==> config.mk <==
export PLATFORM = sky130hd
export DESIGN_NAME = riscv_lsu
export DESIGN_NICKNAME = d
export VERILOG_FILES = /design/src/rtl/riscv_lsu.sv
export SDC_FILE = /design/constraint.sdc
export NUM_CORES = 1
export LEC_CHECK = 0
export BUFFER_PORTS_ARGS = -buffer_cell sky130_fd_sc_hd__buf_2
export CAP_MARGIN = 20
export CORE_UTILIZATION = 45
export CTS_BUF_LIST = sky130_fd_sc_hd__clkbuf_4
export DETAILED_ROUTE_END_ITERATION = 6
export HOLD_SLACK_MARGIN = 0.1
export PLACE_DENSITY = 0.79
export SYNTH_ARGS = -nofsm -noshare
export SYNTH_HDL_FRONTEND = slang
export SYNTH_SLANG_ARGS = --single-unit
==> constraint.sdc <==
create_clock -name clk_i -period 1.2 [get_ports clk_i]
set_input_delay 0 -clock clk_i [delete_from_list [all_inputs] [get_ports clk_i]]
set_output_delay 0 -clock clk_i [all_outputs]
set_load 0.05 [all_outputs]
==> src/rtl/riscv_lsu.sv <==
// Load/store unit: one outstanding data-memory access through a two-state IDLE/WAIT FSM.
// Optional macro LSU_MISALIGN_TRAP_EN rejects misaligned H/HU/W accesses with core_misalign_o.
module riscv_lsu (
    input  logic        clk_i,
    input  logic        rst_ni,
    input  logic        core_req_i,
    input  logic        core_we_i,
    input  logic [2:0]  core_size_i,
    input  logic [31:0] core_addr_i,
    input  logic [31:0] core_wd_i,
    output logic [31:0] core_rd_o,
    output logic        core_stall_o,
    output logic        core_misalign_o,
    output logic        mem_req_o,
    output logic        mem_we_o,
    output logic [3:0]  mem_be_o,
    output logic [31:0] mem_addr_o,
    output logic [31:0] mem_wd_o,
    input  logic [31:0] mem_rd_i,
    input  logic        mem_ready_i
);

    typedef enum logic {S_IDLE, S_WAIT} state_t;

    typedef struct packed {
        logic        we;
        logic [2:0]  size;
        logic [31:0] addr;
        logic [31:0] wd;
    } lsu_req_t;

    function automatic logic is_byte(input logic [2:0] s);
        return (s == 3'd0) || (s == 3'd4);
    endfunction

    function automatic logic is_half(input logic [2:0] s);
        return (s == 3'd1) || (s == 3'd5);
    endfunction

    // Sizes 2, 3, 6, 7 all behave as a full word.
    function automatic logic is_word(input logic [2:0] s);
        return !is_byte(s) && !is_half(s);
    endfunction

    function automatic logic [3:0] lane_be(input logic we, input logic [2:0] s,
                                           input logic [1:0] off);
        logic [3:0] be;
        be = 4'b1111;
        if (we) begin
            if (is_byte(s))      be = 4'b0001 << off;
            else if (is_half(s)) be = off[1] ? 4'b1100 : 4'b0011;
        end
        return be;
    endfunction

    function automatic logic [31:0] lane_wd(input logic we, input logic [2:0] s,
                                            input logic [31:0] wd);
        logic [31:0] d;
        d = '0;
        if (we) begin
            if (is_byte(s))      d = {4{wd[7:0]}};
            else if (is_half(s)) d = {2{wd[15:0]}};
            else                 d = wd;
        end
        return d;
    endfunction

    // B/H sign-extend, BU/HU (size[2]=1) zero-extend.
    function automatic logic [31:0] load_ext(input logic [2:0] s, input logic [1:0] off,
                                             input logic [31:0] word);
        logic [7:0]  b;
        logic [15:0] h;
        logic        sgn;
        logic [31:0] d;
        b   = word[8*off +: 8];
        h   = off[1] ? word[31:16] : word[15:0];
        sgn = !s[2];
        if (is_byte(s))      d = {{24{sgn & b[7]}}, b};
        else if (is_half(s)) d = {{16{sgn & h[15]}}, h};
        else                 d = word;
        return d;
    endfunction

    state_t   state;
    lsu_req_t cur;
    lsu_req_t in_req;
    lsu_req_t act;
    logic     trap;
    logic     issue;
    logic     busy;
    logic     active;

`ifdef LSU_MISALIGN_TRAP_EN
    assign trap = (is_half(core_size_i) && core_addr_i[0]) ||
                  (is_word(core_size_i) && (core_addr_i[1:0] != 2'b00));
`else
    assign trap = 1'b0;
`endif

    assign in_req = '{we: core_we_i, size: core_size_i, addr: core_addr_i, wd: core_wd_i};

    // Every output is qualified by rst_ni so a reset cycle is quiet even mid-transaction.
    assign issue  = rst_ni && (state == S_IDLE) && core_req_i && !trap;
    assign busy   = rst_ni && (state == S_WAIT);
    assign active = issue || busy;
    assign act    = busy ? cur : in_req;

    assign mem_req_o       = active;
    assign mem_we_o        = active && act.we;
    assign mem_be_o        = active ? lane_be(act.we, act.size, act.addr[1:0]) : 4'b0000;
    assign mem_addr_o      = active ? {act.addr[31:2], 2'b00} : 32'h0;
    assign mem_wd_o        = active ? lane_wd(act.we, act.size, act.wd) : 32'h0;
    assign core_stall_o    = issue || (busy && !mem_ready_i);
    assign core_misalign_o = rst_ni && (state == S_IDLE) && core_req_i && trap;
    assign core_rd_o       = (busy && mem_ready_i && !cur.we)
                             ? load_ext(cur.size, cur.addr[1:0], mem_rd_i) : 32'h0;

    always_ff @(posedge clk_i) begin
        if (!rst_ni) begin
            state <= S_IDLE;
            cur   <= '0;
        end else begin
            case (state)
                S_IDLE: begin
                    if (core_req_i && !trap) begin
                        cur   <= in_req;
                        state <= S_WAIT;
                    end
                end
                S_WAIT: begin
                    if (mem_ready_i) state <= S_IDLE;
                end
                default: state <= S_IDLE;
            endcase
        end
    end

endmodule

==> results.py, run 1 <==
metrics = {
    "yosys": {
        "yosysTopAreaCellShare_pct": 27.9,
        "synthDistinctLibCells": 40,
        "netlist_instances": 684,
        "number_of_synthesized_flops_with_an_enable_pin": 0,
        "ys_async_sr_fraction_pct": 0,
        "post_synth_most_frequent_cells": "220 x sky130_fd_sc_hd__nand2_1, 69 x sky130_fd_sc_hd__dfxtp_1, 54 x sky130_fd_sc_hd__a21boi_0, 42 x sky130_fd_sc_hd__a21oi_1",
        "ys_dominant_reg_cell": "sky130_fd_sc_hd__dfxtp_1",
        "synth-seq-area-share_pct": 27.9,
        "synth.most_common_cell": "sky130_fd_sc_hd__nand2_1",
        "synthesis.area_per_instance_um2": 7.23,
        "synth.largest_area_cell": "sky130_fd_sc_hd__dfxtp_1",
        "synthesis.area_mm2": 0.00495,
        "ys_ff_latch": 69,
        "yosysWarnings": 0,
        "synth_area_leaders": "sky130_fd_sc_hd__dfxtp_1 28%, sky130_fd_sc_hd__nand2_1 17%, sky130_fd_sc_hd__a21boi_0 8.2%",
    },
    "floorplan": {
        "initial_utilization_pct": 47.1,
        "dieHeight_um": 107,
        "rows": 37,
        "chipWidth_um": 107,
        "boundaryPins": 208,
    },
    "placed_design": {
        "numPortBuffers": 204,
        "place_inst": 1062,
        "preCtsSetupSlack_ns": -0.487,
        "finalWeightedCongestion": 0.903,
        "place_hpwl_um": 13100,
    },
    "clocking": {
        "clockBufferDepth": 2,
        "cts_resized": 293,
        "root_buffer": "sky130_fd_sc_hd__clkbuf_4",
        "post-cts-setup-buffers": 14,
        "clock_sinks": 69,
        "holdBufCountCts": 69,
        "cts.htree.levels": 3,
        "clock_buffers_created_by_tritoncts": 9,
    },
    "status": {
        "error_message": "[ERROR DPL-0033] detailed placement checks failed during check placement.",
        "run_status": "stopped before the end",
        "outcome.stop_stage": "clock tree synthesis (4_1_cts)",
    },
}
-- metrics by stage --
step / cell area, um^2 / hold WS, ns / utilization, % / TNS (ns)
floorplan: 6380 / 0.135 / - / -31.80
global placement: 8120 / 0.255 / 77.2 / -34.83
detailed placement: 8120 / 0.260 / 77.2 / -40.26
-- kinds of logic after synthesis --
group | count (synthesis) | synth area share, %
AO/OA/AOI/OAI | 202 | 28.7
other | 1 | 0.0758
AND/OR/NAND/NOR | 292 | 26.8
buffers and inverters | 91 | 8.45
flip-flops | 69 | 27.9
multiplexers | 29 | 8.02
==> run 2: changes to the inputs <==
--- a/config.mk
+++ b/config.mk
@@ -7,11 +7,9 @@
 export LEC_CHECK = 0
 export BUFFER_PORTS_ARGS = -buffer_cell sky130_fd_sc_hd__buf_2
 export CAP_MARGIN = 20
-export CORE_UTILIZATION = 45
-export CTS_BUF_LIST = sky130_fd_sc_hd__clkbuf_4
+export CORE_UTILIZATION = 35
 export DETAILED_ROUTE_END_ITERATION = 6
-export HOLD_SLACK_MARGIN = 0.1
-export PLACE_DENSITY = 0.79
+export PLACE_DENSITY_LB_ADDON = 0.15
 export SYNTH_ARGS = -nofsm -noshare
 export SYNTH_HDL_FRONTEND = slang
 export SYNTH_SLANG_ARGS = --single-unit
==> constraint.sdc (replaced) <==
create_clock -name clk_i -period 1.55 [get_ports clk_i]
set_input_delay 0 -clock clk_i [delete_from_list [all_inputs] [get_ports clk_i]]
set_output_delay 0 -clock clk_i [all_outputs]
set_load 0.05 [all_outputs]
==> run 2 against run 1 <==
The flow now finishes, with violations (setup timing). Area after synthesis stayed put. Synthesized cell count stayed put.
==> results.py, run 2 <==
metrics = {
    "status": {
        "run_status": "complete, but fails checks",
        "failing_checks": "setup timing",
    },
    "clocking": {
        "clock_sinks": 69,
        "clockBufferDepth": 2,
        "clock_buffers_created_by_tritoncts": 9,
        "cts_tree": "built",
        "cts.reportedPaths.clkPinSlew_ns": 0.06,
        "cts.htree.levels": 3,
        "root_buffer": "sky130_fd_sc_hd__clkbuf_16",
        "worst_skew_pair.late_latency_ns": 0.34,
    },
    "yosys": {
        "yosysTopAreaCellShare_pct": 27.9,
        "ys_async_sr_fraction_pct": 0,
        "synthesis.area_mm2": 0.00495,
        "ys_ff_latch": 69,
        "synthesis.area_per_instance_um2": 7.23,
        "post_synth_most_frequent_cells": "220 x sky130_fd_sc_hd__nand2_1, 69 x sky130_fd_sc_hd__dfxtp_1, 54 x sky130_fd_sc_hd__a21boi_0, 42 x sky130_fd_sc_hd__a21oi_1",
        "ys_dominant_reg_cell": "sky130_fd_sc_hd__dfxtp_1",
        "synth-seq-area-share_pct": 27.9,
        "synthDistinctLibCells": 40,
        "number_of_synthesized_flops_with_an_enable_pin": 0,
        "synth.largest_area_cell": "sky130_fd_sc_hd__dfxtp_1",
        "synth.most_common_cell": "sky130_fd_sc_hd__nand2_1",
        "netlist_instances": 684,
        "synth_area_leaders": "sky130_fd_sc_hd__dfxtp_1 28%, sky130_fd_sc_hd__nand2_1 17%, sky130_fd_sc_hd__a21boi_0 8.2%",
        "yosysWarnings": 0,
    },
    "worst_setup_path": {
        "worstPathBufferInverterCount": 1,
        "crit_chain": "nand2_4 -> mux2i_4 -> and3b_1 -> nor4_4 -> buf_6",
        "cp_max_stage_cell": "sky130_fd_sc_hd__mux2i_4",
        "startpoint_type": "flop",
        "setup.worst_path.end_class": "output port",
        "path_max_fanout": 8,
        "crit_path_max_incr_delay_ns": 0.37,
        "crit_required_ns": 1.55,
        "crit_arrival_ns": 1.98,
        "path_class": "flop to output port",
        "cpLargestDelayFamily": "simple AND/OR/NAND/NOR gates",
    },
    "finish": {
        "reg_top3": "cur (68), state (1)",
        "layout_commonest_cell": "sky130_fd_sc_hd__nand2_1",
        "finalInstanceArea_mm2": 0.0108,
        "fillCellCount": 840,
        "area_delta_synth_final_pct": 118,
        "reg_with_most_ffs": "cur",
        "drive_above_1_share_pct": 53.5,
        "mostFrequentLayoutCells": "204 x sky130_fd_sc_hd__nand2_1, 117 x sky130_fd_sc_hd__buf_6, 103 x sky130_fd_sc_hd__buf_2",
        "finish.cell_count_without_fillers": 1221,
        "design.final.nets": 1139,
        "largest_register_ffs": 68,
    },
    "placed_design": {
        "dpl-instance-area_mm2": 0.00753,
        "finalWeightedCongestion": 0.803,
        "place_hpwl_um": 12400,
        "place_inst": 1079,
        "numPortBuffers": 204,
    },
    "routing": {
        "final_antenna_net_count": 0,
        "via_count": 6630,
        "drt-pass1-iter-count": 5,
        "drt_initial_violations": 420,
        "drt-total-wl_um": 22900,
        "routedWlPerCell_um": 18.8,
        "drcViolationCount": 0,
        "drt-vias-per-instance": 5.43,
    },
    "grt": {
        "via_count_of_the_first_global_routing_pass": 6381,
        "grt_antenna_before_repair": 1,
        "grt_first_pass_wirelength_um": 31300,
        "grtUsageTotal_pct": 26.9,
        "grt.overflow.total": 0,
        "grt_start_max_net_pins": 48,
    },
    "sta": {
        "grt_setup_unrepaired": "yes",
        "min_period_over_period_pct": 128,
        "final_critical_path_setup_slack_ns": -0.427,
        "timing.fmax_mhz": 506,
        "hold-worst-slack_ns": 0.0437,
        "fin_crit_ns": 1.98,
        "setup-violations-final": 169,
        "timing.final.hold_violations": 0,
        "timing.clock.skew_ns": 0.00871,
        "maxSlewViolCount": 0,
    },
    "floorplan": {
        "chipWidth_um": 121,
        "dieHeight_um": 121,
        "core_region_area_mm2": 0.0138,
        "rows": 43,
        "initial_utilization_pct": 35.8,
        "die_area_mm2": 0.0146,
        "boundaryPins": 208,
    },
    "power_and_ir_drop": {
        "ir_drop_mv": 0.568,
        "total_leakage_power_uw": 0.00433,
        "power_density_mw_per_mm2": 687,
    },
    "min_path": {
        "tightest_hold_check_type": "input port to flop",
    },
    "job": {
        "cap_viol_max_count": 0,
    },
}
## run 2: cell counts after synthesis
No cell type changed its count.
## run 2: what timing repair did
item                                   CTS  global route
buffers inserted                        18            24
endpoints found under the hold margin   67             0
resized for setup                      304           158
cloned                                   4            16
setup endpoints to repair              101           170
hold buffers                            67             0
pin swaps                               15            26
## run 2: per-stage QoR
step | util [%] | power (uW) | setup slack (ns) | setup TNS [ns]
final | 77.9 | 7410 | -0.427 | -35.26
after detailed placement | 54.5 | 4010 | -0.216 | -4.14
after CTS | 71.1 | 6960 | -0.402 | -28.06
after global routing | 77.9 | 7650 | -0.496 | -46.13
after global placement | 54.5 | 3970 | -0.141 | -3.03
after floorplan | - | 3370 | -0.267 | -6.84
## run 2: kinds of logic after synthesis
group / after synthesis / share of synthesized area (%)
AO/OA/AOI/OAI: 202 / 28.7
buffers and inverters: 91 / 8.45
flip-flops: 69 / 27.9
other: 1 / 0.0758
AND/OR/NAND/NOR: 292 / 26.8
multiplexers: 29 / 8.02
## run 2: final timing paths
| kind | start | to | slack, ns | depth (start not counted) |
|---|---|---|---|---|
| setup / recovery | state | mem_wd_o[27] | -0.43 | 5 |
| hold / removal | rst_ni | cur[67] | 0.04 | 2 |
| setup reg to reg | state | cur[2] | -0.13 | 9 |
| hold reg to reg | cur[45] | cur[45] | 0.45 | 2 |
## run 2: per-layer routing
layer / global-route usage, % / up-vias / wire length [um]
li1: - / 3054 / -
met1: 31.5 / 3234 / 9110
met2: 48.7 / 284 / 11800
met3: 4.70 / 58 / 1380
met4: 9.41 / 0 / 644
met5: 0 / - / 0
## run 2: area by class of cell
type / count / area, um^2 / share of cell area [%]
multi-input combinational: 527 / 4730 / 43.9
timing repair buffer: 399 / 3940 / 36.6
sequential: 69 / 1390 / 12.9
clock buffer: 10 / 239 / 2.22
tap: 180 / 225 / 2.09
inverter: 28 / 123 / 1.14
clock inverter: 6 / 110 / 1.02
timing repair inverter: 1 / 11.3 / 0.105
antenna: 1 / 2.50 / 0.0232
## run 2: power by group
part	internal [uW]	switching (uW)
registers	1880	77.3
logic	1320	1660
clock network	1610	857
(Power assumes the default switching activity.)
